===== config.mk =====
export PLATFORM = sky130hd
export DESIGN_NAME = apb_slave_mem
export DESIGN_NICKNAME = d
export VERILOG_FILES = /design/src/rtl/apb_slave_mem.sv
export SDC_FILE = /design/constraint.sdc
export NUM_CORES = 1
export LEC_CHECK = 0
export ABC_AREA = 1
export BUFFER_PORTS_ARGS = -buffer_cell sky130_fd_sc_hd__buf_2
export CAP_MARGIN = 20
export CORE_MARGIN = 2
export CORE_UTILIZATION = 35
export CTS_CLUSTER_DIAMETER = 30
export DETAILED_ROUTE_END_ITERATION = 6
export PLACE_DENSITY_LB_ADDON = 0.1
export SLEW_MARGIN = 25
export SYNTH_ARGS = -nofsm -noshare
export SYNTH_HDL_FRONTEND = slang
export SYNTH_SLANG_ARGS = --single-unit

===== constraint.sdc =====
create_clock -name PCLK -period 4.9 [get_ports PCLK]
set_input_delay 0.98 -clock PCLK [delete_from_list [all_inputs] [get_ports PCLK]]
set_output_delay 0.98 -clock PCLK [all_outputs]
set_load 0.01 [all_outputs]

===== src/rtl/apb_slave_mem.sv =====
// APB slave register file: byte-wide memory behind one bridge select,
// with programmable wait states and out-of-range error response.
module apb_slave_mem #(
    parameter int DATA_W      = 8,
    parameter int ADDR_W      = 8,
    parameter int DEPTH       = 64,
    parameter int WAIT_CYCLES = 2
) (
    input  logic              PCLK,
    input  logic              PRESETn,
    input  logic              PSEL,
    input  logic              PENABLE,
    input  logic [ADDR_W-1:0] PADDR,
    input  logic              PWRITE,
    input  logic [DATA_W-1:0] PWDATA,
    output logic              PREADY,
    output logic [DATA_W-1:0] PRDATA,
    output logic              PSLVERR
);

    localparam int              IDX_W     = (DEPTH > 1) ? $clog2(DEPTH) : 1;
    localparam logic [ADDR_W:0] DEPTH_L   = (ADDR_W + 1)'(DEPTH);
    localparam logic [3:0]      WAIT_L    = 4'(WAIT_CYCLES);
    localparam bit              ZERO_WAIT = (WAIT_CYCLES == 0);

    typedef enum logic {
        IDLE,
        ACCESS
    } state_t;

    state_t            state;
    logic [3:0]        cnt;
    logic [IDX_W-1:0]  addr_l;
    logic              write_l;
    logic [DATA_W-1:0] wdata_l;
    logic              err_l;
    logic [DATA_W-1:0] mem [DEPTH];

    logic             setup;
    logic             access;
    logic             new_err;
    logic [IDX_W-1:0] new_idx;

    assign setup   = PSEL & ~PENABLE;
    assign access  = PSEL & PENABLE;
    assign new_err = ({1'b0, PADDR} >= DEPTH_L);
    assign new_idx = PADDR[IDX_W-1:0];

    always_ff @(posedge PCLK or negedge PRESETn) begin
        if (!PRESETn) begin
            state   <= IDLE;
            cnt     <= '0;
            addr_l  <= '0;
            write_l <= 1'b0;
            wdata_l <= '0;
            err_l   <= 1'b0;
            PREADY  <= 1'b0;
            PRDATA  <= '0;
            PSLVERR <= 1'b0;
            for (int i = 0; i < DEPTH; i++) begin
                mem[i] <= '0;
            end
        end else begin
            // A setup cycle restarts the transfer from either state.
            unique case (1'b1)
                setup: begin
                    state   <= ACCESS;
                    addr_l  <= new_idx;
                    write_l <= PWRITE;
                    wdata_l <= PWDATA;
                    err_l   <= new_err;
                    cnt     <= WAIT_L;
                    PREADY  <= ZERO_WAIT;
                    PSLVERR <= ZERO_WAIT & new_err;
                    if (ZERO_WAIT) begin
                        PRDATA <= (!PWRITE && !new_err) ? mem[new_idx] : '0;
                    end
                end
                (state == ACCESS) && !PSEL: begin
                    state   <= IDLE;
                    PREADY  <= 1'b0;
                    PSLVERR <= 1'b0;
                end
                (state == ACCESS) && access && PREADY: begin
                    if (write_l && !err_l) begin
                        mem[addr_l] <= wdata_l;
                    end
                    state   <= IDLE;
                    PREADY  <= 1'b0;
                    PSLVERR <= 1'b0;
                end
                (state == ACCESS) && access && !PREADY: begin
                    cnt <= cnt - 4'd1;
                    if (cnt == 4'd1) begin
                        PREADY  <= 1'b1;
                        PSLVERR <= err_l;
                        PRDATA  <= (!write_l && !err_l) ? mem[addr_l] : '0;
                    end
                end
                default: ;
            endcase
        end
    end

endmodule


==> reports/qor.txt <==
synth unique cells: 29
global-route wire length before repair: 129300 um
Worst Slack Setup Final: 1.768 ns
commonest non-fill, non-tap cells in the layout: nand2_1 (1966), dfrtp_1 (540), o21ai_0 (501), clkbuf_16 (140)
Int Pwr: 11.02 mW
via count: 21924
max-slew violation count: 0
H-Tree Level Count: 4
Worst-Margin Slew: 1.073 ns
syn_area_per_cell: 7.494 um^2
clock latency on the worst-skew pair: 0.72 ns
total nets after synthesis: 3461
CTS tree: built
CTS clk-pin slew, worst paths: 0.04 ns
Area contributors post-synth: dfrtp_1 (53%), nand2_1 (29%), o21ai_0 (9.7%)
critical path class: register to register
switching power: 3.703 mW
DRT iter0 DRCs: 1659
Initial Util: 0.3531
multi-input gate area in the final layout: 0.01099 mm^2
Die H: 275.3 um
Nets: 3432
Seq cells post-synth: 543
Comb pwr share: 0.061
Antenna Diode Count: 0
Port Buffers: 30
Sequential Area: 0.01360 mm^2
CTS Sinks: 543
CP max stage cell: buf_4
Max Cap Viol: 0
Hold Vio Cnt, Final: 0
area share of the largest cell type after synthesis: 0.5274
remaining antenna violation count: 0
FILL cells: 7437
Crit path max-delay family: buffers and inverters
share of layout cells above drive strength 1: 0.1067
final worst-path cycle share: 0.6393
Die Wd: 275.3 um
Via density: 4.900
CP startpoint kind: register
Worst Path Arrival: 3.77 ns
grt total ovfl: 0
post-route core utilization: 0.4275
Worst setup EP type: register
pin count of the biggest net entering global routing: 159
Hold/Removal Path Class: primary input to asynchronous set/reset pin
routability cong.: 0.8111
Post-Synthesis Cell Area: 0.02576 mm^2
Die Area: 0.07580 mm^2
CTS buffer count: 138
Final setup viols: 0
Place WS: 1.684 ns
CTS root buffer: clkbuf_16
Syn. warnings: 0
Post-CTS Hold Buffers: 0
status: finished clean
CTS resizes: 0
initial antenna violation count: 0
PwrDens: 472.2 mW/mm^2
crit path buf inv count: 2
most frequent CP cell: nand2_1
post-synthesis sequential area ratio: 0.5274
cells after synthesis: 3438
synth-to-layout area growth: 21.06%
TritonRoute pass-1 iters: 5
Synth area leader: dfrtp_1
Fin Clk Skew: 0.02392 ns
HPWL Detailed: 46680 um
min Tclk post-route: 3.132 ns
Max Freq: 319.2 MHz
Core Box Area: 0.07296 mm^2
DR WL/cell: 18.29 um
DRC viols: 0
clock power share: 0.628
Worst Path Max Fanout: 63
sequential share of power: 0.311
sw frac: 0.2514
number of post-CTS setup repair buffers: 0
All-Layer GR Usage: 0.2216
TNS Setup: 0 ns
slowest stage delay, CP: 0.81 ns
clock tree buffer depth: 3
Cell Rows: 99
DRT Wirelength: 81820 um
IO Count: 31
most common cell after layout, fill and taps aside: nand2_1
Leak: 15.79 nW
unrepaired setup endpoints after global routing: false
Slew headroom: 0.2845
Worst Path Required: 5.54 ns
VDD IR max: 372.8 uV
worst path cell trace: buf_4 -> buf_4 -> nand2_1 -> nand2_1 -> nand2_1 -> nand2_1 -> nand2_1 -> nand2_1 -> nor2_1 -> nand2_1 -> nand2_1 -> nand2_1
vias in the first global route: 21924
-- logic make-up after synthesis --
group,count (synthesis),synth area share
fa+ha+maj,2,0.0009711
flops,543,0.5274
xor+xnor,1,0.0003400
simple gates,2078,0.3170
compound gates,549,0.1074
buf+inv,265,0.04686
-- per-stage QoR --
step	total power, mW	hold WS, ns	instances	instance area (um^2)
global placement	5.544	0.4561	4227	26370
CTS	14.89	0.2371	4473	31160
global route	15.19	0.2689	4474	31190
detailed placement	5.548	0.4633	4227	26380
finish	14.73	0.2460	4474	31190
floorplan	5.092	0.4412	3438	25760
-- Yosys cell counts --
library cell / count
nand2_1: 1966
nor2_4: 6
nand2_4: 11
o211ai_1: 7
o21ai_1: 37
a21oi_1: 3
a22oi_1: 1
or2_2: 5
nand2_2: 37
nand3_4: 1
nor4_4: 1
nor4_1: 1
buf_6: 15
buf_2: 71
nor3_2: 7
o21ai_0: 501
inv_1: 34
nor2_8: 2
ha_1: 2
nand3_1: 8
dfrtp_1: 543
nor2_1: 31
nor3_4: 1
buf_1: 18
xnor2_1: 1
buf_4: 3
nor3_1: 1
inv_2: 2
clkbuf_1: 122
-- final timing paths --
kind                            from         to  slack (ns)  cells past startpoint
max                        addr_l[1]  PRDATA[6]        1.77                     12
min                          PRESETn   mem[391]        0.25                      1
max reg2reg                addr_l[1]  PRDATA[6]        1.77                     12
min reg2reg                   cnt[3]     cnt[3]        0.46                      1
max in group asynchronous    PRESETn   mem[394]        3.48                      2
min in group PCLK             cnt[3]     cnt[3]        0.46                      1
-- per-layer routing --
metal  vias to the layer above  track usage  share of wire
met2                       468       0.3500           0.46
met3                       168      0.03480          0.039
li1                      10741            -              -
met1                     10547       0.3067           0.47
met5                         -            0              0
met4                         0      0.08464          0.029
-- cell type report --
type | instances | area share
tap | 959 | 0.03847
inverter | 36 | 0.004734
timing repair buffer | 60 | 0.01540
clock buffer | 180 | 0.1242
sequential | 543 | 0.4360
multi-input combinational | 2630 | 0.3523
clock inverter | 66 | 0.02896
-- flip-flops by register name (all words and copies together), names as in the netlist --
name and cells:
PRDATA 8, wdata_l 8, cnt 4, err_l 1
PSLVERR 1, state 1, addr_l 6, mem 512
write_l 1, PREADY 1
-- power by group through the flow --
stage               clock (mW)  sequential [mW]  combinational [mW]
finish                    9.25             4.57               0.900
global route              9.64             4.57               0.976
CTS                       9.40             4.57               0.910
detailed placement           0             4.64               0.910
global placement             0             4.64               0.907
floorplan                    0             4.61               0.483
Power figures use the tool's default switching activity.
